### src/rtl/id_ex_stage_pkg.sv
// Shared types and constants for the ID/EX stage: forwarding selects, bubble control, update actions.
// The optional EX forwarding path is enabled by defining ID_EX_FWD_EN.
package id_ex_stage_pkg;

  localparam int unsigned XLEN_DEF = 32;
  localparam int unsigned REGW_DEF = 5;
  localparam int unsigned ALUOP_W  = 5;

  localparam logic [ALUOP_W-1:0] ALUOP_NOP = 5'b00000;

  typedef enum logic [1:0] {
    FWD_REG = 2'b00,
    FWD_MEM = 2'b01,
    FWD_WB  = 2'b10
  } fwd_sel_e;

  typedef struct packed {
    logic               regwrite;
    logic               memread;
    logic               memwrite;
    logic [1:0]         memtoreg;
    logic [ALUOP_W-1:0] aluop;
  } ex_ctrl_t;

  localparam ex_ctrl_t BUBBLE_CTRL = '{
    regwrite: 1'b0,
    memread:  1'b0,
    memwrite: 1'b0,
    memtoreg: 2'b00,
    aluop:    ALUOP_NOP
  };

  typedef enum logic [1:0] {
    UPD_CAPTURE,
    UPD_FLUSH,
    UPD_HOLD,
    UPD_BUBBLE
  } upd_e;

endpackage

### src/rtl/id_ex_stage_fwd_sel.sv
// Per-operand forwarding select: MEM beats WB beats register data; x0 and in-flight loads never forward.
module fwd_sel
  import id_ex_stage_pkg::*;
#(
  parameter int unsigned XLEN = XLEN_DEF,
  parameter int unsigned REGW = REGW_DEF
) (
  input  logic [REGW-1:0] rs,
  input  logic [XLEN-1:0] reg_data,
  input  logic [REGW-1:0] mem_rd,
  input  logic            mem_regwrite,
  input  logic            mem_memread,
  input  logic [XLEN-1:0] mem_result,
  input  logic [REGW-1:0] wb_rd,
  input  logic            wb_regwrite,
  input  logic [XLEN-1:0] wb_result,
  output logic [XLEN-1:0] data
);

  fwd_sel_e sel;

  always_comb begin
    sel = FWD_REG;
    if (mem_regwrite && !mem_memread && (mem_rd != '0) && (mem_rd == rs)) begin
      sel = FWD_MEM;
    end else if (wb_regwrite && (wb_rd != '0) && (wb_rd == rs)) begin
      sel = FWD_WB;
    end
  end

  always_comb begin
    data = reg_data;
    unique case (sel)
      FWD_MEM: data = mem_result;
      FWD_WB:  data = wb_result;
      default: data = reg_data;
    endcase
  end

endmodule

### src/rtl/id_ex_stage.sv
// ID/EX pipeline register with EX-side operand forwarding and load-use bubble insertion.
// Define ID_EX_FWD_EN to enable MEM/WB forwarding; otherwise the hazard check covers every EX writer.
module id_ex_stage
  import id_ex_stage_pkg::*;
#(
  parameter int unsigned XLEN = XLEN_DEF,
  parameter int unsigned REGW = REGW_DEF
) (
  input  logic            clk,
  input  logic            rstn,
  input  logic            stall,
  input  logic            flush,
  input  logic            id_valid,
  input  logic [XLEN-1:0] id_pc,
  input  logic [XLEN-1:0] id_rs1_data,
  input  logic [XLEN-1:0] id_rs2_data,
  input  logic [XLEN-1:0] id_imm,
  input  logic [REGW-1:0] id_rs1,
  input  logic [REGW-1:0] id_rs2,
  input  logic [REGW-1:0] id_rd,
  input  logic [4:0]      id_aluop,
  input  logic            id_alusrc_b,
  input  logic            id_regwrite,
  input  logic            id_memread,
  input  logic            id_memwrite,
  input  logic [1:0]      id_memtoreg,
  input  logic [REGW-1:0] mem_rd,
  input  logic            mem_regwrite,
  input  logic            mem_memread,
  input  logic [XLEN-1:0] mem_result,
  input  logic [REGW-1:0] wb_rd,
  input  logic            wb_regwrite,
  input  logic [XLEN-1:0] wb_result,
  output logic            ex_valid,
  output logic [XLEN-1:0] ex_pc,
  output logic [4:0]      ex_aluop,
  output logic [XLEN-1:0] ex_alu_a,
  output logic [XLEN-1:0] ex_alu_b,
  output logic [XLEN-1:0] ex_store_data,
  output logic [REGW-1:0] ex_rd,
  output logic            ex_regwrite,
  output logic            ex_memread,
  output logic            ex_memwrite,
  output logic [1:0]      ex_memtoreg,
  output logic            load_use_hazard
);

  logic            valid_q;
  ex_ctrl_t        ctrl_q;
  logic [XLEN-1:0] pc_q;
  logic [XLEN-1:0] imm_q;
  logic [XLEN-1:0] rs1_data_q;
  logic [XLEN-1:0] rs2_data_q;
  logic [REGW-1:0] rs1_q;
  logic [REGW-1:0] rs2_q;
  logic [REGW-1:0] rd_q;
  logic            alusrc_b_q;

  logic [XLEN-1:0] fwd_rs1;
  logic [XLEN-1:0] fwd_rs2;
  logic            hazard_src;
  upd_e            upd;

`ifdef ID_EX_FWD_EN
  fwd_sel #(.XLEN(XLEN), .REGW(REGW)) u_fwd_rs1 (
    .rs           (rs1_q),
    .reg_data     (rs1_data_q),
    .mem_rd       (mem_rd),
    .mem_regwrite (mem_regwrite),
    .mem_memread  (mem_memread),
    .mem_result   (mem_result),
    .wb_rd        (wb_rd),
    .wb_regwrite  (wb_regwrite),
    .wb_result    (wb_result),
    .data         (fwd_rs1)
  );

  fwd_sel #(.XLEN(XLEN), .REGW(REGW)) u_fwd_rs2 (
    .rs           (rs2_q),
    .reg_data     (rs2_data_q),
    .mem_rd       (mem_rd),
    .mem_regwrite (mem_regwrite),
    .mem_memread  (mem_memread),
    .mem_result   (mem_result),
    .wb_rd        (wb_rd),
    .wb_regwrite  (wb_regwrite),
    .wb_result    (wb_result),
    .data         (fwd_rs2)
  );

  // Only loads need a bubble; ALU results reach EX through the MEM/WB paths.
  assign hazard_src = ctrl_q.memread;
`else
  assign fwd_rs1 = rs1_data_q;
  assign fwd_rs2 = rs2_data_q;

  // Without forwarding every pending EX writer is a hazard.
  assign hazard_src = ctrl_q.regwrite;

  logic unused_fwd_inputs;
  assign unused_fwd_inputs = ^{mem_rd, mem_regwrite, mem_memread, mem_result,
                               wb_rd, wb_regwrite, wb_result, rs1_q, rs2_q};
`endif

  assign load_use_hazard = id_valid & valid_q & hazard_src & (rd_q != '0) &
                           ((id_rs1 == rd_q) | (id_rs2 == rd_q));

  always_comb begin
    upd = UPD_CAPTURE;
    if (flush) begin
      upd = UPD_FLUSH;
    end else if (stall) begin
      upd = UPD_HOLD;
    end else if (load_use_hazard) begin
      upd = UPD_BUBBLE;
    end
  end

  always_ff @(posedge clk) begin
    if (!rstn) begin
      valid_q    <= 1'b0;
      ctrl_q     <= '0;
      pc_q       <= '0;
      imm_q      <= '0;
      rs1_data_q <= '0;
      rs2_data_q <= '0;
      rs1_q      <= '0;
      rs2_q      <= '0;
      rd_q       <= '0;
      alusrc_b_q <= 1'b0;
    end else begin
      unique case (upd)
        UPD_FLUSH, UPD_BUBBLE: begin
          valid_q <= 1'b0;
          ctrl_q  <= BUBBLE_CTRL;
        end
        UPD_HOLD: begin
`ifdef ID_EX_FWD_EN
          // Refresh held operands so a producer retiring from WB mid-stall is kept.
          rs1_data_q <= fwd_rs1;
          rs2_data_q <= fwd_rs2;
`endif
        end
        default: begin
          valid_q    <= id_valid;
          ctrl_q     <= '{regwrite: id_regwrite,
                          memread:  id_memread,
                          memwrite: id_memwrite,
                          memtoreg: id_memtoreg,
                          aluop:    id_aluop};
          pc_q       <= id_pc;
          imm_q      <= id_imm;
          rs1_data_q <= id_rs1_data;
          rs2_data_q <= id_rs2_data;
          rs1_q      <= id_rs1;
          rs2_q      <= id_rs2;
          rd_q       <= id_rd;
          alusrc_b_q <= id_alusrc_b;
        end
      endcase
    end
  end

  assign ex_valid      = valid_q;
  assign ex_pc         = pc_q;
  assign ex_aluop      = ctrl_q.aluop;
  assign ex_rd         = rd_q;
  assign ex_regwrite   = ctrl_q.regwrite;
  assign ex_memread    = ctrl_q.memread;
  assign ex_memwrite   = ctrl_q.memwrite;
  assign ex_memtoreg   = ctrl_q.memtoreg;
  assign ex_alu_a      = fwd_rs1;
  assign ex_alu_b      = alusrc_b_q ? imm_q : fwd_rs2;
  assign ex_store_data = fwd_rs2;

endmodule

### config.mk
export PLATFORM = sky130hd
export DESIGN_NAME = id_ex_stage
export DESIGN_NICKNAME = d
export VERILOG_FILES = /design/src/rtl/id_ex_stage_pkg.sv /design/src/rtl/id_ex_stage_fwd_sel.sv /design/src/rtl/id_ex_stage.sv
export SDC_FILE = /design/constraint.sdc
export NUM_CORES = 1
export LEC_CHECK = 0
export BUFFER_PORTS_ARGS = -buffer_cell sky130_fd_sc_hd__buf_4
export CORE_AREA = 8 8 146 148
export DETAILED_ROUTE_END_ITERATION = 6
export DIE_AREA = 0 0 154 156
export PLACE_DENSITY = 0.82
export SLEW_MARGIN = 20
export SYNTH_ARGS = -nofsm -noshare
export SYNTH_HDL_FRONTEND = slang
export SYNTH_SLANG_ARGS = --single-unit
### constraint.sdc
create_clock -name clk -period 1.5 [get_ports clk]
set_input_delay 0.075 -clock clk [delete_from_list [all_inputs] [get_ports clk]]
set_output_delay 0.075 -clock clk [all_outputs]
set_load 0.01 [all_outputs]
### Word-level counts from Yosys, hierarchy flattened

Cells that the tools add are included.

* output and inout bits: 145
* bits in registers: 145
* input bits: 236
* logic and storage cells: 31

* equal/unequal tests: 5
* bitwise operators: 5
* reduce and logical (&&, ||, !) cells: 3
* muxes and demuxes: 6

Operator list (count)
* 2-to-1 mux 32 bit: 1
* case mux 10 bit (2 select lines): 1
* == test 5 bit: 2
* 2-to-1 mux 2 bit: 3
* nonzero test 5 bit: 1
* bitwise AND 1 bit: 4
* == test 2 bit, second input constant: 2
* OR reduction 3 bit: 1
* == test 2 x 1 -> 1 bit, second input constant: 1
* case mux 1 bit (2 select lines): 1
* OR reduction 2 bit: 1
* OR 1 bit: 1

### Logic depth before layout (Yosys ltp)

* depth after elaboration: 10
* mapped depth: 7
* depth with buffers taken out: 5

### Least setup slack after synthesis

No wires, ideal clock.

* path type: reg-to-output
* start point: register rd_q[4] (netlist: ex_rd[4])
* end point: output port load_use_hazard
* cell stages (with the launch flop): 7
* setup slack: -155 ps
* data required time: 1425 ps
* path buffers: 2
* data arrival time: 1580 ps
* path through: dfxtp_1 > xnor2_1 > nand3_1 > o22ai_2 > buf_2 > buf_2 > and2_1

* cells in the longest elaborated chain, start to end: 3
* elaborated cells between the ends (all ways): 6
* those cells by class: 2 x eq/ne; 3 x bitwise; 1 x reduce/logical

Ends and longest elaborated chain
* start, declared: line id_ex_stage.sv:56 `logic [REGW-1:0] rd_q;`
* start signal, assigned: line id_ex_stage.sv:157 `rd_q <= id_rd;`
* == test 5 bit or nonzero test 5 bit (tied branches): line id_ex_stage.sv:106, id_ex_stage.sv:105
* OR 1 bit or bitwise AND 1 bit (tied branches): line id_ex_stage.sv:106, id_ex_stage.sv:105
* bitwise AND 1 bit *: line id_ex_stage.sv:105 `assign load_use_hazard = id_valid & valid_q & hazard_src & (rd_q != '0) &`
* end, declared: line id_ex_stage.sv:45 `output logic load_use_hazard`

Mark *: on every way between the ends. The rest lies on a longest branch, timed or not.

### Final worst setup path

* start point: register rd_q[1] (netlist: ex_rd[1])
* end point: register rd_q[0] (netlist: ex_rd[0])

* cells in the longest elaborated chain, start to end: 8
* elaborated cells between the ends (all ways): 13
* those cells by class: 5 x eq/ne; 3 x mux; 3 x bitwise; 2 x reduce/logical

Ends and longest elaborated chain
* == test 5 bit or nonzero test 5 bit (tied branches): line id_ex_stage.sv:106, id_ex_stage.sv:105
* OR 1 bit or bitwise AND 1 bit (tied branches): line id_ex_stage.sv:106, id_ex_stage.sv:105
* bitwise AND 1 bit *: line id_ex_stage.sv:105
* 2-to-1 mux 2 bit *: line id_ex_stage.sv:114 `end else if (load_use_hazard) begin`
* 2-to-1 mux 2 bit *: line id_ex_stage.sv:112 `end else if (stall) begin`
* 2-to-1 mux 2 bit *: line id_ex_stage.sv:110 `if (flush) begin`
* == test 2 bit or == test 2 x 1 -> 1 bit (tied branches): line id_ex_stage.sv:132 `unique case (upd)`
* OR reduction 3 bit (no line) *

Marks and branches as above.
A chain may end at the register's enable or synchronous reset.

==> summary.txt <==
Critical path
  • Critical-path maximum fanout: 8
  • Levels on crit path: 9
  • CP max stage cell: dfxtp_4
  • FF-to-FF path depth: 9
  • Critical Path Sink: ex_rd[0]$_SDFFE_PN0N_
  • Worst path top cell family by delay: buffers and inverters
  • Worst Path Required: 1770 ps
  • Worst-path cell chain: nor3_4, a21oi_4, buf_6, buf_12, buf_6, buf_8, nor2_1, a31oi_1, o211ai_1
  • CP endpoint kind: flip-flop
  • Startpoint types: flip-flop
  • Critical path type: reg2reg
  • Reg-to-reg slack, setup: -490 ps
  • Crit path arrival time: 2260 ps
  • CP peak stage delay: 400 ps
  • Worst setup startpoint: ex_rd[1]$_SDFFE_PN0N_
  • Buf+Inv Stages, Crit Path: 4
  • Critical R2R Launch: ex_rd[1]$_SDFFE_PN0N_
  • Worst path most repeated cell: buf_6
  • Worst r2r dst: ex_rd[0]$_SDFFE_PN0N_

Timing
  • Slew Limit Fails: 0
  • Final worst-path setup slack: -492 ps
  • Tcrit/Tclk final: 1.33
  • Total Neg Setup Slack: -48610 ps
  • Fin crit period: 1990 ps
  • RSZ-0062 raised after global routing: yes
  • Final Hold Vio Count: 0
  • Fmax: 0.502 GHz
  • Worst relative slew slack: 0.449
  • Worst clock skew: 13.9 ps
  • Worst-Margin Slew: 823 ps
  • Final setup viols: 178

Detailed routing
  • Initial DRT Pass Iterations: 6
  • Initial drt markers: 1279
  • Via count: 11478
  • DRC Markers: 0
  • Final wirelength: 40900 µm
  • Routed len/inst: 23.6 µm
  • Via density per instance: 6.63
  • Antenna Nets Post-Route: 0

CTS
  • Clock root buffer: clkbuf_16
  • Clock tree buffer depth: 2
  • Clk_lat worst skew: 420 ps
  • CTS tree: done
  • CTS Buf Count: 17
  • Clk sinks: 145
  • Clk slew on worst S/H paths: 70 ps
  • H-Tree Level Count: 4

Cells and area
  • Fin nets: 1715
  • Layout Utilization: 0.759
  • Layout cells sized above 1: 0.355
  • Inserted Diodes: 0
  • Layout area overhead: 81.7%

Global routing
  • First-pass GRT wire length: 57700 µm
  • Vias in the first global route: 10799
  • Largest net degree at the start of global routing: 83
  • Total grt overflow: 0
  • Initial antenna violation count: 0
  • Total track usage: 0.292

Die
  • Die footprint: 24000 µm²
  • Core area: 19100 µm²
  • Ports: 381
  • Die Ht: 156 µm
  • Die width: 154 µm
  • Initial Util: 0.418
  • # rows: 51

Power and ir drop
  • Sequential fraction of design power: 0.359
  • Leak: 6.03 nW
  • Logic pwr share: 0.289
  • Switching Share: 0.306
  • Cell Pwr Density: 874 nW/µm²
  • Clock network power share: 0.352
  • Internal power: 8.78 mW
  • Switch Pwr: 3.87 mW
  • Pwr Total: 12.7 mW
  • Maximum VDD drop: 0.000849 V

Yosys
  • Synthesized cell area: 7970 µm²
  • Netlist cell types: 20
  • Synthesis-stage register bit count: 145
  • Ys Warns: 0
  • Syn Inst Count: 1022
  • Syn_area_per_cell: 7.80 µm²
  • Sequential area share after synthesis: 0.364
  • Synthesized Nets: 1258

Flow run
  • Max-Cap Viols: 0

Hold path
  • Worst min path class: in2reg

Run status
  • Failing checks: setup timing
  • Status: finished with violations

Place
  • Routability cong.: 0.798
  • Post-DP HPWL: 19300 µm
  • # port buffers: 303
-- cell usage in the layout (no fill, tap or decap), types with 4 or more instances in the layout --
master / netlist / final
dfxtp_1: 145 / 139
a22o_1: 11 / 11
dfxtp_4: 0 / 6
o211ai_1: 134 / 134
nand4_1: 134 / 134
buf_12: 0 / 28
nor2_1: 137 / 133
nand3_1: 137 / 134
clkbuf_16: 0 / 31
buf_16: 0 / 14
buf_8: 0 / 12
xnor2_2: 0 / 6
inv_6: 0 / 4
a31oi_1: 134 / 133
buf_6: 0 / 53
dlygate4sd3_1: 0 / 139
buf_4: 1 / 314
mux2_4: 0 / 32
-- Yosys cell counts --
cell      count  area, µm²
xnor2_1      10       87.6
o211ai_1    134       1010
nand2_1       4       15.0
dfxtp_1     145       2900
a21oi_4       1       16.3
and2_1        1       6.26
or2_2         1       6.26
nand4_1     134        838
nor3_1        1       5.00
buf_2        45        225
mux2_2       32        360
a21oi_1       1       5.00
buf_4         1       7.51
nand3_1     137        686
a22o_1       11       96.3
a31oi_1     134        838
buf_1         5       18.8
o22ai_2       1       12.5
nor2_1      137        514
clkbuf_1     87        327
-- kinds of logic (layout without fill, tap and decap cells) --
kind of cell,Yosys count,count (layout),synth area share
muxes,32,32,0.0452
and+or+nand+nor,415,415,0.260
AOI/OAI and AO/OA,282,282,0.248
buffers and inverters,138,608,0.0725
DFF,145,145,0.364
xor gates and xnor gates,10,10,0.0110
-- final cells by class --
class	instances	area, µm²
clock inverters	12	146
fillers	1055	4590
repair buffers	576	5890
well taps	238	298
multi-input cells	739	4770
flip-flops and latches	145	2930
clock buffers	20	457
-- what timing repair did --
item / 4_1_cts / 5_1_grt
buffers inserted: 16 / 20
cloned: 13 / 17
pin swaps: 26 / 76
setup endpoints to repair: 178 / 178
gates resized for setup: 114 / 46
endpoints found under the hold margin: 139 / 0
hold buffers: 139 / 0
-- per-layer routing --
layer  track usage  vias up  part of all wire
met1         0.337     5285              0.35
li1              -     4917                 -
met5             0        -                 0
met2         0.483     1014              0.47
met4         0.171        0             0.065
met3        0.0770      262              0.11
-- metrics by stage --
step	hold WS, ps	instances	cell area, µm²	setup WS [ps]
floorplan	208	1022	7990	16.6
global placement	291	1495	10900	-88.0
detailed placement	294	1495	10900	-145
CTS	2.03	1695	13800	-327
global route	16.2	1730	14500	-546
finish	18.3	1730	14500	-492
-- tightest hold or removal path, stage by stage --
cell	delay, ps
buf_4	110
nand3_1	100
o211ai_1	90
-- sequential cells by signal (all words and copies together), names as in the netlist --
register,flops
ex_alu_a,32
ex_pc,32
ex_store_data,32
imm_q,32
ex_aluop,5
ex_rd,5
ex_memtoreg,2
alusrc_b_q,1
ex_memread,1
ex_memwrite,1
ex_regwrite,1
ex_valid,1
-- worst min path at each step --
stage,startpoint,to,slack [ps],cells after the start
2_1_floorplan,id_aluop[4],ex_aluop[4]$_SDFFE_PN0P_,210,1
3_3_place_gp,id_memread,ex_memread$_SDFFE_PN0P_,290,2
3_5_place_dp,id_memread,ex_memread$_SDFFE_PN0P_,290,2
4_1_cts,id_rs2_data[0],ex_store_data[0]$_SDFFE_PN0N_,2,3
5_1_grt,id_rs1_data[23],ex_alu_a[23]$_SDFFE_PN0N_,20,3
6_report,id_rs1_data[23],ex_alu_a[23]$_SDFFE_PN0N_,20,3
-- power by group through the flow --
stage	sequential [mW]	clock, mW	combinational (mW)
floorplan	4.62	0	1.07
global placement	4.55	0	2.44
detailed placement	4.56	0	2.49
CTS	4.50	4.44	3.18
global route	4.58	4.68	3.82
finish	4.55	4.45	3.66
(Power assumes the default switching activity.)
